===== src/rtl/dlfloat_pkg.sv =====
// Shared DLFloat16 definitions for the operand loader: field widths, frame
// geometry, loader state encoding and a small field-decoding helper.
package dlfloat_pkg;

   // DLFloat16 layout: 1 sign bit, 6 exponent bits, 9 mantissa bits
   localparam int unsigned EXP_W = 6;
   localparam int unsigned MAN_W = 9;
   localparam int unsigned DLF_W = 1 + EXP_W + MAN_W;

   // One frame carries an A/B operand pair as big-endian bytes
   localparam int unsigned FRAME_BYTES = 4;
   localparam int unsigned BYTE_W      = (2 * DLF_W) / FRAME_BYTES;

   // Loader states: one per expected byte, then the hand-off to the MAC
   typedef enum logic [2:0] {
      A_HI  = 3'd0,
      A_LO  = 3'd1,
      B_HI  = 3'd2,
      B_LO  = 3'd3,
      ISSUE = 3'd4
   } load_state_e;

   // True when the exponent field is all ones (Inf/NaN class encoding)
   function automatic logic dlf_exp_all_ones(input logic [DLF_W-1:0] value);
      return &value[MAN_W +: EXP_W];
   endfunction

endpackage


===== src/rtl/dlfloat_idle_timer.sv =====
// Idle-cycle counter for the operand loader. Counts consecutive ticks and
// flags expiry combinationally on the tick that reaches TIMEOUT_CYC, then
// restarts from zero so a single expiry produces a single event.
module dlfloat_idle_timer #(
   parameter int unsigned TIMEOUT_CYC = 255
) (
   input  logic clk,
   input  logic rst,
   input  logic clear,
   input  logic tick,
   output logic expired
);

   localparam logic [16:0] LIMIT = 17'(TIMEOUT_CYC);

   logic [15:0] count_q;
   logic [15:0] count_d;
   logic [16:0] count_inc;

   assign count_inc = {1'b0, count_q} + 17'd1;
   assign expired   = tick && (count_inc == LIMIT);

   // Next count: clearing and expiry both restart the count, a tick advances it
   always_comb begin
      count_d = count_q;
      if (clear || expired) begin
         count_d = 16'd0;
      end else if (tick) begin
         count_d = count_inc[15:0];
      end
   end

   // Counter register with synchronous reset
   always_ff @(posedge clk) begin
      if (rst) begin
         count_q <= 16'd0;
      end else begin
         count_q <= count_d;
      end
   end

endmodule


===== src/rtl/dlfloat_operand_loader.sv =====
// DLFloat16 operand loader: assembles 4-byte big-endian frames from the 8-bit
// pad bus into an A/B operand pair and hands it to the MAC with valid/ready.
// A start-of-frame byte seen mid-frame restarts the frame; a partial frame
// left idle for TIMEOUT_CYC cycles is dropped with an err_timeout pulse.
// Optional feature macro: DLFLOAT_SPECIAL_CHECK_EN adds output op_special,
// flagging a pair where either operand has an all-ones exponent.
module dlfloat_operand_loader
   import dlfloat_pkg::*;
#(
   parameter int unsigned TIMEOUT_CYC = 255
) (
   input  logic        clk,
   input  logic        rst,
   input  logic [7:0]  in_byte,
   input  logic        in_valid,
   input  logic        in_sof,
   output logic        in_ready,
   output logic [15:0] op_a,
   output logic [15:0] op_b,
   output logic        op_valid,
   input  logic        op_ready,
   output logic [7:0]  pair_cnt,
   output logic        err_timeout
`ifdef DLFLOAT_SPECIAL_CHECK_EN
   ,
   output logic        op_special
`endif
);

   load_state_e      state_q;
   load_state_e      state_d;
   logic [DLF_W-1:0] op_a_q;
   logic [DLF_W-1:0] op_a_d;
   logic [DLF_W-1:0] op_b_q;
   logic [DLF_W-1:0] op_b_d;
   logic [7:0]       pair_cnt_q;
   logic [7:0]       pair_cnt_d;
   logic             err_timeout_q;
   logic             err_timeout_d;

   logic accept;
   logic in_partial;
   logic idle_tick;
   logic idle_clear;
   logic timeout_hit;

   assign in_ready    = (state_q != ISSUE);
   assign accept      = in_valid && in_ready;
   assign in_partial  = (state_q == A_LO) || (state_q == B_HI) || (state_q == B_LO);
   assign idle_tick   = in_partial && !accept;
   assign idle_clear  = !in_partial || accept;

   assign op_a        = op_a_q;
   assign op_b        = op_b_q;
   assign op_valid    = (state_q == ISSUE);
   assign pair_cnt    = pair_cnt_q;
   assign err_timeout = err_timeout_q;

`ifdef DLFLOAT_SPECIAL_CHECK_EN
   assign op_special = op_valid && (dlf_exp_all_ones(op_a_q) || dlf_exp_all_ones(op_b_q));
`endif

   dlfloat_idle_timer #(
      .TIMEOUT_CYC (TIMEOUT_CYC)
   ) u_idle_timer (
      .clk     (clk),
      .rst     (rst),
      .clear   (idle_clear),
      .tick    (idle_tick),
      .expired (timeout_hit)
   );

   // Frame assembly, resync on start-of-frame, timeout drop and MAC hand-off
   always_comb begin
      state_d       = state_q;
      op_a_d        = op_a_q;
      op_b_d        = op_b_q;
      pair_cnt_d    = pair_cnt_q;
      err_timeout_d = 1'b0;

      unique case (state_q)
         A_HI: begin
            if (accept) begin
               op_a_d[DLF_W-1 -: BYTE_W] = in_byte;
               state_d                   = A_LO;
            end
         end

         A_LO, B_HI, B_LO: begin
            if (accept) begin
               if (in_sof) begin
                  op_a_d[DLF_W-1 -: BYTE_W] = in_byte;
                  state_d                   = A_LO;
               end else if (state_q == A_LO) begin
                  op_a_d[BYTE_W-1:0] = in_byte;
                  state_d            = B_HI;
               end else if (state_q == B_HI) begin
                  op_b_d[DLF_W-1 -: BYTE_W] = in_byte;
                  state_d                   = B_LO;
               end else begin
                  op_b_d[BYTE_W-1:0] = in_byte;
                  state_d            = ISSUE;
               end
            end else if (timeout_hit) begin
               err_timeout_d = 1'b1;
               state_d       = A_HI;
            end
         end

         ISSUE: begin
            if (op_ready) begin
               pair_cnt_d = pair_cnt_q + 8'd1;
               state_d    = A_HI;
            end
         end

         default: begin
            state_d = A_HI;
         end
      endcase
   end

   // State, operand, counter and error-pulse registers with synchronous reset
   always_ff @(posedge clk) begin
      if (rst) begin
         state_q       <= A_HI;
         op_a_q        <= '0;
         op_b_q        <= '0;
         pair_cnt_q    <= 8'd0;
         err_timeout_q <= 1'b0;
      end else begin
         state_q       <= state_d;
         op_a_q        <= op_a_d;
         op_b_q        <= op_b_d;
         pair_cnt_q    <= pair_cnt_d;
         err_timeout_q <= err_timeout_d;
      end
   end

endmodule


===== config.mk =====
export PLATFORM = sky130hd
export DESIGN_NAME = dlfloat_operand_loader
export DESIGN_NICKNAME = d
export VERILOG_FILES = /design/src/rtl/dlfloat_pkg.sv /design/src/rtl/dlfloat_idle_timer.sv /design/src/rtl/dlfloat_operand_loader.sv
export SDC_FILE = /design/constraint.sdc
export NUM_CORES = 1
export LEC_CHECK = 0
export CORE_UTILIZATION = 51
export CTS_CLUSTER_SIZE = 24
export DETAILED_ROUTE_END_ITERATION = 16
export GPL_TIMING_DRIVEN = 0
export MAX_ROUTING_LAYER = met4
export PLACE_DENSITY = 0.84
export SYNTH_ARGS = -nofsm -noshare
export SYNTH_HDL_FRONTEND = slang
export SYNTH_HIERARCHICAL = 1
export SYNTH_SLANG_ARGS = --single-unit

===== constraint.sdc =====
create_clock -name clk -period 3.2 [get_ports clk]
set_clock_uncertainty 0.05 [all_clocks]
set_input_delay 0.32 -clock clk [delete_from_list [all_inputs] [get_ports clk]]
set_output_delay 0.32 -clock clk [all_outputs]
set_load 0.005 [all_outputs]

==> results.txt <==
* Outcome: completed
- Total inserted antenna cells: 0
- Yosys warns: 6
- Timing analysis after detailed placement gives a worst setup slack of -0.0569 ns.
* Post-DP HPWL: 4470 µm
* Critical path launch point: state_q[0]
- Final setup violation count: 0
- For this run, the register share of the synthesized area comes to 42.6%.
- At the pin with the least slew margin, the transition time is 0.524 ns.
* Total number of placement rows: 26
- Worst vdd ir: 0.335 mV
- After clock tree synthesis, the clock-pin slew on the worst setup and hold paths is 0.07 ns.
- By startpoint and endpoint, the worst setup path is classified as reg -> reg.
- In the final layout, the share of cells above drive strength 1 is 10.1%.
- Power density over cell area: 442 nW/µm²
- STA classifies the critical path endpoint as a flop.
* Number of top-level pins: 56
* Clock latency on the worst-skew pair: 0.35 ns
* RSZ-0062 raised after global routing: no
- Top cell type's share of synthesized area: 42.6%
- Number of logic stages on the critical path including buffering: 11
* Capture point of the worst reg-to-reg path: state_q[1]
* Final Max Tran Viols: 0
- Post-layout minimum cycle time: 2.84 ns
- Synth unique cells: 53
* WL final: 6620 µm
* Count of unresolved DRC violations after routing: 0
- The worst setup path is launched from a flop.
- Entering global routing, the biggest net connects 12 pins.
- The count of buffers added on input and output ports is 55.
- For the worst setup path, the data arrival time is 3.01 ns.
- Yosys mapped a number of flops with a built-in enable equal to 0.
* Routed via count: 2506
- Number of nets with antenna violations after routing: 0
- Total routing usage reported by global routing: 24.9%
- In this run, post-CTS hold repair placed 0 buffers.
- In the synthesized netlist the dominant register cell turns out to be sky130_fd_sc_hd__dfxtp_1.
* Source of the worst register-to-register timing path: state_q[0]
- After floorplanning, the core was sized to cover 5200 µm².
* Placer's final routability congestion estimate: 0.858
- Of all nets on the critical path, the largest fanout is 10.
* Required time reported for the critical path endpoint: 3.37 ns
* Total global routing overflow: 0
* Delay of the slowest cell on the worst path: 0.40 ns
* Global-route wire length before repair: 11100 µm
- Worst reg2reg setup slack: 0.36 ns
* Worst hold-check path type: reg -> reg
- Relative area change from synthesis to final layout: 31.4%
* Post-route setup slack: 0.357 ns
* Cells resized by post-CTS repair: 0
- Top cells by area, synth: sky130_fd_sc_hd__dfxtp_1 43%, sky130_fd_sc_hd__mux2i_1 6.0%, sky130_fd_sc_hd__nand2b_1 6.0%, sky130_fd_sc_hd__nand3_1 5.0%, sky130_fd_sc_hd__a21oi_1 3.7%
* Post-synthesis cell count: 313
* Antenna violations before repair: 0
* Synthesized area divided by synthesized cell count: 9.00 µm²
- Vias per cell: 5.48
* Number of sinks driven by the clock tree: 60
- Dividing the detail-routed wire length by the instance count gives 14.5 µm.
- After filler insertion, the fill cell instance count of the layout stands at 413.
- Based on the critical path, the design can be clocked at up to 352 MHz.
- Post-route clock period utilization: 88.8%
- Max-cap viol count: 0
* Final hold viol count: 0
* CP cell instances: clkbuf_1 -> nor2_1 -> or3_1 -> inv_1 -> nor4bb_1 -> nand4_2 -> a2111oi_4 -> buf_4 -> nor2_1 -> o21ai_0 -> a211oi_1
- The cell that appears most often on the critical path is sky130_fd_sc_hd__nor2_1.
- Total power consumption of the routed design: 1640 µW
* Share of flip-flops with an asynchronous set or reset: 0%
- Area enclosed by the die boundary: 5830 µm²
- For this design, the slowest cell found on the critical path is sky130_fd_sc_hd__nor4bb_1.
* Sequential cell area: 1200 µm²
- Counting the buffers created by CTS gives 9.
- Slew Limit Headroom: 65.0%
- The first detailed-routing pass ran for 4 iterations.
- Clk Tree Root Cell: sky130_fd_sc_hd__clkbuf_8
- After synthesis the cells add up to 2820 µm².
- R2R depth: 11
* Clock tree from TritonCTS: done
- The critical path ends at state_q[1].
- Synthesis inferred 60 register bits.
- The synthesized design spends more area on one cell type than any other, namely sky130_fd_sc_hd__dfxtp_1.
- In this run, the number of DRC markers left after iteration 0 of detailed routing was 119.
- In the final layout, the multi-input gates occupy 1490 µm².
* Category of cells accounting for the largest share of critical-path delay: simple AND/OR/NAND/NOR gates
* Total nets after synthesis: 329
- The number of global-route vias before repair came to 2334.
- WP buf/inv: 3
* Starting Density: 54.1%
* Die height: 76.3 µm
- Static leakage: 0.00133 µW
* Depth of the CTS H-tree: 3
* Post-layout net count: 398
- Die Wd: 76.3 µm
* Clock tree buffer depth: 2
[registers in the layout (all words and copies together) (netlist names)]
register              cells
err_timeout               1
op_a                     16
op_b                     16
pair_cnt                  8
state_q                   3
u_idle_timer/count_q     16
[cell usage after synthesis (4+ instances only)]
library cell / instances
sky130_fd_sc_hd__dfxtp_1: 60
sky130_fd_sc_hd__nand3_1: 28
sky130_fd_sc_hd__nand2b_1: 27
sky130_fd_sc_hd__a21oi_1: 21
sky130_fd_sc_hd__o21ai_0: 20
sky130_fd_sc_hd__mux2i_1: 17
sky130_fd_sc_hd__nor2_1: 17
sky130_fd_sc_hd__clkbuf_1: 11
sky130_fd_sc_hd__xor2_1: 10
sky130_fd_sc_hd__xnor2_1: 9
sky130_fd_sc_hd__nor3_1: 8
sky130_fd_sc_hd__buf_2: 7
sky130_fd_sc_hd__inv_1: 7
sky130_fd_sc_hd__nand4_1: 7
sky130_fd_sc_hd__nand2_1: 5
sky130_fd_sc_hd__and2_1: 4
sky130_fd_sc_hd__or3_1: 4
[placed cells by master (no fill, tap or decap), drive strengths merged, types with 5 or more instances in the layout]
cell type,count
a21oi,21
buf,13
clkbuf,21
clkdlybuf4s50,55
dfxtp,60
inv,9
mux2i,17
nand2,5
nand2b,27
nand3,28
nand4,9
nor2,18
nor3,9
o21ai,21
xnor2,9
xor2,10
[logic make-up after synthesis]
group / Yosys count / synth area share (%)
flops: 60 / 42.6
xor+xnor: 19 / 5.91
simple gates: 125 / 26.2
buf+inv: 30 / 4.57
fa+ha+maj: 3 / 1.33
mux: 18 / 6.44
compound gates: 58 / 12.9
[per-layer routing]
layer  GRT usage [%]  vias to the layer above  share of wire, %
li1                -                     1234                 -
met1            29.6                     1196                45
met2            39.1                       61                47
met3            8.02                       15               5.4
met4            9.62                        0               2.2
met5               -                        -                 0
[worst reg2reg max path: stages (launching register included)]
cell and delay [ns]:
sky130_fd_sc_hd__dfxtp_1 0.39, sky130_fd_sc_hd__clkbuf_1 0.34, sky130_fd_sc_hd__nor2_1 0.06, sky130_fd_sc_hd__or3_1 0.35
sky130_fd_sc_hd__inv_1 0.13, sky130_fd_sc_hd__nor4bb_1 0.40, sky130_fd_sc_hd__nand4_2 0.20, sky130_fd_sc_hd__a2111oi_4 0.29
sky130_fd_sc_hd__buf_4 0.20, sky130_fd_sc_hd__nor2_1 0.06, sky130_fd_sc_hd__o21ai_0 0.17, sky130_fd_sc_hd__a211oi_1 0.08
[worst min path at each step]
stage          cells after the start  endpoint      from
6_report                           2  op_b[15]  op_b[15]
4_1_cts                            2  op_b[15]  op_b[15]
3_3_place_gp                       2  op_b[10]  op_b[10]
2_1_floorplan                      2   op_b[0]   op_b[0]
3_5_place_dp                       2   op_b[4]   op_b[4]
5_1_grt                            2   op_b[9]   op_b[9]
[layout make-up]
| cell class | instances | share of cell area (%) |
|---|---|---|
| multi-input combinational | 223 | 40.2 |
| sequential | 60 | 32.4 |
| timing repair buffer | 58 | 15.5 |
| clock buffer | 10 | 3.72 |
| buffer | 21 | 2.57 |
| clock inverter | 6 | 2.36 |
| tap | 70 | 2.36 |
| inverter | 9 | 0.912 |
[where the power goes]
part	internal, µW	switching (µW)
clock	457	313
sequential	757	6.07
combinational	52.2	52.2
total	1270	371
[stage by stage]
stage / setup TNS [ns] / cell area (µm²) / instances / util (%) / hold WS (ns)
CTS: 0 / 3680 / 454 / 70.7 / 0.427
finish: 0 / 3700 / 457 / 71.2 / 0.425
floorplan: 0 / 2820 / 313 / - / 0.415
global placement: 0 / 3460 / 438 / 66.4 / 0.412
global route: 0 / 3700 / 457 / 71.2 / 0.453
detailed placement: -0.0605 / 3460 / 438 / 66.4 / 0.417
[timing repair]
action                     CTS  global route
hold endpoints to repair     0             0
setup buffers                0             3
setup endpoints to repair    0             2
Power figures use the tool's default switching activity.
